<file path="config.mk">
export PLATFORM = sky130hd
export DESIGN_NAME = mgmt_core_wrap
export DESIGN_NICKNAME = d
export VERILOG_FILES = /design/src/rtl/mgmt_core_wrap.sv
export SDC_FILE = /design/constraint.sdc
export NUM_CORES = 1
export LEC_CHECK = 0
export CORE_ASPECT_RATIO = 1.1
export CORE_MARGIN = 2
export CORE_UTILIZATION = 48
export DETAILED_ROUTE_END_ITERATION = 10
export PLACE_DENSITY = 0.89
export SLEW_MARGIN = 15
export SYNTH_ARGS = -nofsm -noshare
export SYNTH_HDL_FRONTEND = slang
export SYNTH_SLANG_ARGS = --single-unit
</file>
<file path="constraint.sdc">
create_clock -name core_clk -period 7.6 [get_ports core_clk]
set_input_delay 1.52 -clock core_clk [delete_from_list [all_inputs] [get_ports core_clk]]
set_output_delay 1.52 -clock core_clk [all_outputs]
set_load 0.005 [all_outputs]
</file>
<file path="src/rtl/mgmt_core_wrap.sv">
// mgmt_core_wrap: 32-bit counter/timer and 128-bit LA bank on a Wishbone slave.
// Define LA_TIMER_MIRROR_EN to drive la_output[31:0] from the live timer VALUE.
module mgmt_core_wrap #(
   parameter logic [31:0]  BASE_ADR = 32'h2100_0000,
   parameter logic [127:0] LA_RESET = 128'h0
) (
   input  logic         core_clk,
   input  logic         core_rst,
   input  logic         wb_cyc_i,
   input  logic         wb_stb_i,
   input  logic         wb_we_i,
   input  logic [3:0]   wb_sel_i,
   input  logic [31:0]  wb_adr_i,
   input  logic [31:0]  wb_dat_i,
   output logic [31:0]  wb_dat_o,
   output logic         wb_ack_o,
   output logic [127:0] la_output,
   output logic         timer_irq
);
   localparam logic [5:0] A_CONFIG = 6'h00;
   localparam logic [5:0] A_VALUE  = 6'h01;
   localparam logic [5:0] A_DATA   = 6'h02;
   localparam logic [5:0] A_STATUS = 6'h03;
   localparam logic [5:0] A_LA0    = 6'h04;
   localparam logic [5:0] A_LA1    = 6'h05;
   localparam logic [5:0] A_LA2    = 6'h06;
   localparam logic [5:0] A_LA3    = 6'h07;

   logic [3:0]        cfg_q, cfg_d;
   logic [31:0]       value_q, value_d;
   logic [31:0]       data_q, data_d;
   logic              status_q, status_d;
   logic              halt_q, halt_d;
   logic              irq_q, irq_d;
   logic              ack_q, ack_d;
   logic [31:0]       dat_q, dat_d;
   logic [3:0][31:0]  la_q, la_d;

   logic        hit, req, wr, rd;
   logic [5:0]  word;
   logic        en, one, up, at_end, run, term, wr_value;
   logic [31:0] rdata;
   logic        unused_adr;

   function automatic logic [31:0] merge(
      input logic [31:0] old,
      input logic [31:0] nw,
      input logic [3:0]  be
   );
      logic [31:0] r;
      for (int b = 0; b < 4; b++)
         r[8*b +: 8] = be[b] ? nw[8*b +: 8] : old[8*b +: 8];
      return r;
   endfunction

   assign hit        = (wb_adr_i[31:8] == BASE_ADR[31:8]);
   assign req        = wb_cyc_i & wb_stb_i & hit & ~ack_q;
   assign wr         = req & wb_we_i;
   assign rd         = req & ~wb_we_i;
   assign word       = wb_adr_i[7:2];
   assign unused_adr = ^wb_adr_i[1:0];

   assign en       = cfg_q[0];
   assign one      = cfg_q[1];
   assign up       = cfg_q[2];
   assign wr_value = wr & (word == A_VALUE);
   assign at_end   = up ? (value_q == data_q) : (value_q == 32'h0);
   // A finished oneshot stops raising events until it is reprogrammed.
   assign run      = en & ~halt_q;
   assign term     = run & at_end & ~wr_value;

   always_comb begin
      rdata = '0;
      unique case (word)
         A_CONFIG: rdata = {28'h0, cfg_q};
         A_VALUE:  rdata = value_q;
         A_DATA:   rdata = data_q;
         A_STATUS: rdata = {31'h0, status_q};
         A_LA0, A_LA1, A_LA2, A_LA3: rdata = la_q[word[1:0]];
         default:  rdata = '0;
      endcase
   end

   always_comb begin
      cfg_d    = cfg_q;
      value_d  = value_q;
      data_d   = data_q;
      status_d = status_q;
      halt_d   = halt_q;
      la_d     = la_q;
      if (run) begin
         if (at_end) begin
            value_d = one ? value_q : (up ? 32'h0 : data_q);
            halt_d  = one;
         end else begin
            value_d = up ? value_q + 32'd1 : value_q - 32'd1;
         end
      end
      if (wr) begin
         unique case (word)
            A_CONFIG: begin
               if (wb_sel_i[0]) cfg_d = wb_dat_i[3:0];
               halt_d = 1'b0;
            end
            A_VALUE: begin
               value_d = merge(value_q, wb_dat_i, wb_sel_i);
               halt_d  = 1'b0;
            end
            A_DATA: data_d = merge(data_q, wb_dat_i, wb_sel_i);
            A_STATUS: begin
               if (wb_sel_i[0] & wb_dat_i[0]) status_d = 1'b0;
            end
            A_LA0, A_LA1, A_LA2, A_LA3:
               la_d[word[1:0]] = merge(la_q[word[1:0]], wb_dat_i, wb_sel_i);
            default: ;
         endcase
      end
      if (term) status_d = 1'b1;
   end

   assign irq_d = status_d & cfg_d[3];
   assign ack_d = req;
   assign dat_d = rd ? rdata : 32'h0;

   always_ff @(posedge core_clk or posedge core_rst) begin
      if (core_rst) begin
         cfg_q    <= '0;
         value_q  <= '0;
         data_q   <= '0;
         status_q <= 1'b0;
         halt_q   <= 1'b0;
         irq_q    <= 1'b0;
         ack_q    <= 1'b0;
         dat_q    <= '0;
         la_q     <= LA_RESET;
      end else begin
         cfg_q    <= cfg_d;
         value_q  <= value_d;
         data_q   <= data_d;
         status_q <= status_d;
         halt_q   <= halt_d;
         irq_q    <= irq_d;
         ack_q    <= ack_d;
         dat_q    <= dat_d;
         la_q     <= la_d;
      end
   end

   assign wb_ack_o  = ack_q;
   assign wb_dat_o  = dat_q;
   assign timer_irq = irq_q;

`ifdef LA_TIMER_MIRROR_EN
   assign la_output = {la_q[3], la_q[2], la_q[1], value_q};
`else
   assign la_output = la_q;
`endif
endmodule

</file>
# Yosys cells after proc, flatten, opt, wreduce, memory -nomap -nowiden
# Cells that the tools add are included.
# W data, S select, Z words.
[classes] n_addsub=2 magnitude_cmp=2 eq_ne=13 n_mux=34 bitwise_logic=15 reduce_logical=11
[ops] operator="$mux W32" n=10
[ops] operator="$pmux W32 S5" n=1
[ops] operator="$bwmux W128" n=1
[ops] operator="$bmux W32 S2" n=1
[ops] operator="$demux W32 S2" n=1
[ops] operator="$mux W8" n=8
[ops] operator="$add A32 B1 Y32 const B" n=1
[ops] operator="$eq A32 B32 Y1" n=1
[ops] operator="$logic_not A32 Y1" n=1
[ops] operator="$sub A32 B1 Y32 const B" n=1
[ops] operator="$eq A24 B22 Y1 const B" n=1
[ops] operator="$eq A6 B3 Y1 const B" n=4
[ops] operator="$reduce_and A3 Y1" n=5
[ops] operator="$eq A6 B2 Y1 const B" n=2
[ops] operator="$mux W4" n=3
[ops] operator="$ne A3 B3 Y1 const B" n=4
[ops] operator="$and A1 B1 Y1" n=11
[ops] operator="$mux W1" n=9
[ops] operator="$eq A6 B1 Y1 const B" n=1
[ops] operator="$logic_not A6 Y1" n=1
[ops] operator="$not A1 Y1" n=4
[ops] operator="$reduce_or A4 Y1" n=1
[ops] operator="$lt A2 B3 Y1 const B" n=1
[ops] operator="$ge A2 B1 Y1 const B" n=1
[ops] operator="other kinds (3)" n=3
[totals] ff_bits=232 in_bits=73 out_inout_bits=162 wordCells=96

# Logic depth before layout (Yosys ltp)
[logic_depth] depth_word=9 ltp_mapped=13

# Worst setup path after synthesis
# Ideal clock, no wire load.
[synth_timing] kind="input to register" start="input port wb_adr_i[5]" end="register value_q[20]" setup_time_ns=0.087 arrival_time_ns=3.319 required_time_ns=7.513 path_slack_ns=4.194 stages=11 path_buffers=3 path_cell_list="nor3_1 nand2b_2 nor2_1 and2_1 buf_6 and2_1 buf_2 or3_1 clkbuf_1 or4_1 o211ai_1"
[synth_between] elab_chain_len=3
[synth_rtl] item="start, declared" line="13" rtl="input logic [31:0] wb_adr_i,"
[synth_rtl] item="$eq A6 B1 Y1 *" line="100" rtl="unique case (word)"
[synth_rtl] item="$mux W32" line="100"
[synth_rtl] item="$mux W32" line="99" rtl="if (wr) begin"
[synth_rtl] item="end signal, assigned" line="138" rtl="value_q <= value_d;"
[synth_rtl] item="end, declared" line="30" rtl="logic [31:0] value_q, value_d;"
# Every way passes the cells marked *; elsewhere a longest branch is shown, timed or not.
# A chain may end at the register's enable or synchronous reset.

# Worst setup path after layout
[layout_timing] start="input port wb_adr_i[5]" end="register value_q[24]"
# Same word-level chain as after synthesis.

==> summary.txt <==
Worst setup path
  – Worst path depth: 11
  – CP max-delay cell: and2_1
  – Top cell by count, worst path: nor2_1
  – Crit path max-delay family: simple AND/OR/NAND/NOR gates
  – R2R depth: 13
  – WP data required: about 8.0 ns
  – Critical Path Start Type: input port
  – Worst path arrival time: between 4 and 5 ns
  – Critical Path Fanout Max: 13
  – Worst r2r src: cfg_q[2]
  – Crit Path Class: in -> reg
  – Reg2Reg Capture Point: value_q[30]
  – Crit path largest cell delay: 0.49 ns
  – Crit end category: flop
  – Critical path buffers and inverters: 1
  – Worst-path cell chain: clkdlybuf4s50_1 -> nor3_1 -> nand2b_2 -> nor2_1 -> and2_1 -> and2_1 -> nor2_1 -> nand2_1 -> nor2_1 -> a221oi_1 -> o21ai_0
  – R2r setup slk: approximately 3.7 ns

STA
  – Final Max Slew Viols: 0
  – Final min period: approximately 4.6 ns
  – Fin. Hold Viols: 0
  – Fin crit share: 60.18%
  – Final setup fails: 0
  – F_max: between 200 and 250 MHz
  – RSZ-0062 raised after global routing: false
  – Relative slew slack: a little under a quarter
  – Setup TNS: 0 ns
  – Clock skew: ~0.015 ns
  – Worst slew pin tran: 1.144 ns

Layout
  – Layout Nets: 1550
  – Most common cell after layout, fill and taps aside: dfrtp_1
  – Diode count: 0
  – Final std cells w/o fill: approximately 1800
  – Fin area: approximately 16000 µm²
  – Synthesis-to-finish area growth: 27.47%
  – Share of cells above drive strength 1: approximately a tenth
  – Most frequent cells in the layout: 232 x dfrtp_1, 230 x clkdlybuf4s50_1, 195 x nand2_1

GRT
  – Gr ovfl total: 0
  – Largest net degree at the start of global routing: ~200
  – Gr usage total: 29.72%
  – Via count of the first global-routing pass: between 10000 and 15000
  – Initial antenna violation count: 0
  – First-pass GRT wire length: 64.11 mm

Synth
  – Dominant synthesized flop cell: dfrtp_1
  – Ys Warns: 0
  – Synth cell types: 58
  – Synth Instances: between 1000 and 1500
  – Post-synth EDFFs: 0
  – FF+latch count, synth: around 230
  – Syn_nets: about 1400
  – FFs w/ async S/R, synth: between 90% and 100%
  – Synth Cell Area: ~13000 µm²
  – Register area share after synthesis: a little under half
  – Mean Syn Cell Area: between 10 and 15 µm²

Die
  – Die height: between 150 and 200 µm
  – Num ports: between 200 and 250
  – Die width: 158.0 µm
  – Die area: 27410 µm²
  – Starting Density: approximately half
  – CORE AREA: about 26000 µm²
  – Num rows: 62

Clocking
  – Number of CTS-inserted buffers: 24
  – CTS resizes: 0
  – CTS tree: yes
  – Post-CTS setup buffer count: 0
  – Hold buffer count at cts: 0
  – Worst-case clock buffer depth: 3
  – Htree depth: 1
  – Later-pin clock latency in the skew report: ~0.53 ns
  – CTS clk-pin slew, worst paths: around 0.060 ns
  – CTS root buf: clkbuf_16
  – Number of sinks on the clock net: 232

Routing
  – Final ANT Viol Nets: 0
  – 1st-iter DRT viols: approximately 1400
  – Vias: 11394
  – Avg WL per Cell: 22.45 µm
  – Vias/cell: between 6 and 7
  – Residual DRC count: 1
  – WL final: between 40 and 50 mm
  – Total iterations of the first detailed-routing run: 11

Min path
  – HP Start: status_q
  – Worst hold path depth: 2
  – Hold Path Class: reg -> reg
  – Worst Hold Endpoint: status_q

Pwr
  – Net switching power: approximately 0.00059 W
  – VDD IR max: 215.6 µV
  – Comb power frac: around 4.8%
  – Leak: roughly 6.5 nW
  – Pint: slightly above 0.002 W
  – Switch share: around 22%
  – Clock network power share: about half
  – P per Cell Area: roughly 170 nW/µm²
  – Sequential fraction of design power: between 40% and 50%

Placed design
  – Routability cong.: 0.9536
  – Placed instance count: 1772
  – Cell Area, Placed: between 15000 and 20000 µm²
  – Post-detail-place hpwl: approximately 28 mm
  – Port Buffers: ~230

Status
  – Status: complete, but fails checks
  – Failing checks: DRC

Flow run
  – Max-Cap Viols: 0
-- state kept, by name (all words and copies together) (netlist names) --
signal / cells
cfg_q: 4
data_q: 32
halt_q: 1
la_output: 128
status_q: 1
timer_irq: 1
value_q: 32
wb_ack_o: 1
wb_dat_o: 32
-- per-stage QoR --
| step | utilization [%] | hold slack, ns | setup WS (ns) | power, W |
|---|---|---|---|---|
| final | 61.64 | 0.4938 | 3.027 | 0.002637 |
| after global placement | 58.33 | 0.4803 | 2.733 | 0.001380 |
| after detailed placement | 58.33 | 0.4808 | 2.668 | 0.001382 |
| after floorplan | - | 0.4568 | 3.044 | 0.001313 |
| after CTS | 61.62 | 0.4944 | 3.210 | 0.002642 |
| after global routing | 61.64 | 0.5322 | 2.891 | 0.002697 |
-- power by group through the flow --
stage | Combinational, W | Sequential [W] | Clock, W
2_1_floorplan | 0.0000546 | 0.00126 | 0
3_3_place_gp | 0.000123 | 0.00126 | 0
3_5_place_dp | 0.000125 | 0.00126 | 0
4_1_cts | 0.000125 | 0.00123 | 0.00128
5_1_grt | 0.000134 | 0.00123 | 0.00133
6_report | 0.000126 | 0.00123 | 0.00128
-- how the worst max path moves through the flow --
stage / startpoint / to / slack [ns]
2_1_floorplan: core_rst / cfg_q[0] / 3.04
3_3_place_gp: wb_adr_i[5] / value_q[24] / 2.73
3_5_place_dp: wb_adr_i[5] / value_q[24] / 2.67
4_1_cts: wb_adr_i[5] / value_q[24] / 3.21
5_1_grt: wb_adr_i[5] / value_q[24] / 2.89
6_report: wb_adr_i[5] / value_q[24] / 3.03
-- per-layer routing --
layer / up-vias / GRT usage [%] / wire, µm
li1: 5003 / - / -
met1: 5496 / 40.31 / 15710
met2: 726 / 46.41 / 18780
met3: 169 / 5.150 / 3942
met4: 0 / 14.23 / 2322
met5: - / 0 / 0
-- final cells by class --
cell class | count | area, µm²
inverters | 8 | 33.78
clock buffers | 30 | 674.4
well taps | 352 | 440.4
flip-flops and latches | 232 | 5806
fillers | 1990 | 9938
multi-input cells | 935 | 6415
clock inverters | 14 | 180.2
repair buffers | 245 | 2422
-- cells in the mapped netlist, types with 11 or more instances --
master    number  area share, %
nand4_1       11           0.55
mux2_2        37            3.3
nor2_1        62            1.9
nor3b_1       30            1.8
dfrtp_1      232             46
o22ai_1       18           0.90
a21o_1        15           0.90
mux4_2        32            5.8
a22oi_1       11           0.66
o21ai_0      176            7.0
xnor2_1       36            2.5
a21oi_1       68            2.7
xor2_1        23            1.6
mux2i_1       33            2.6
nor4_1        18           0.90
nand2_1      197            5.9
a222oi_1      31            2.5
clkbuf_1      64            1.9
ha_1          30            3.0
-- worst register-to-register path: stages (launching register included) --
cell and delay, ns:
dfrtp_1 0.37, inv_1 0.43, buf_4 0.41, ha_1 0.34
nor2b_4 0.15, o31ai_2 0.31, a221oi_2 0.17, a311oi_2 0.41
a211oi_2 0.18, o31ai_2 0.42, o21a_1 0.26, o21ai_2 0.09
xnor2_1 0.15, o21ai_1 0.08
-- cells by family after synthesis --
group	after synthesis	synth area share (%)
AOI/OAI and AO/OA	365	17.88
xor gates and xnor gates	59	4.124
adders and majority gates	31	3.156
buffers and inverters	85	2.666
DFF	232	46.34
muxes	102	11.71
and+or+nand+nor	378	14.12
No activity file was read; power rests on OpenSTA's default activity.
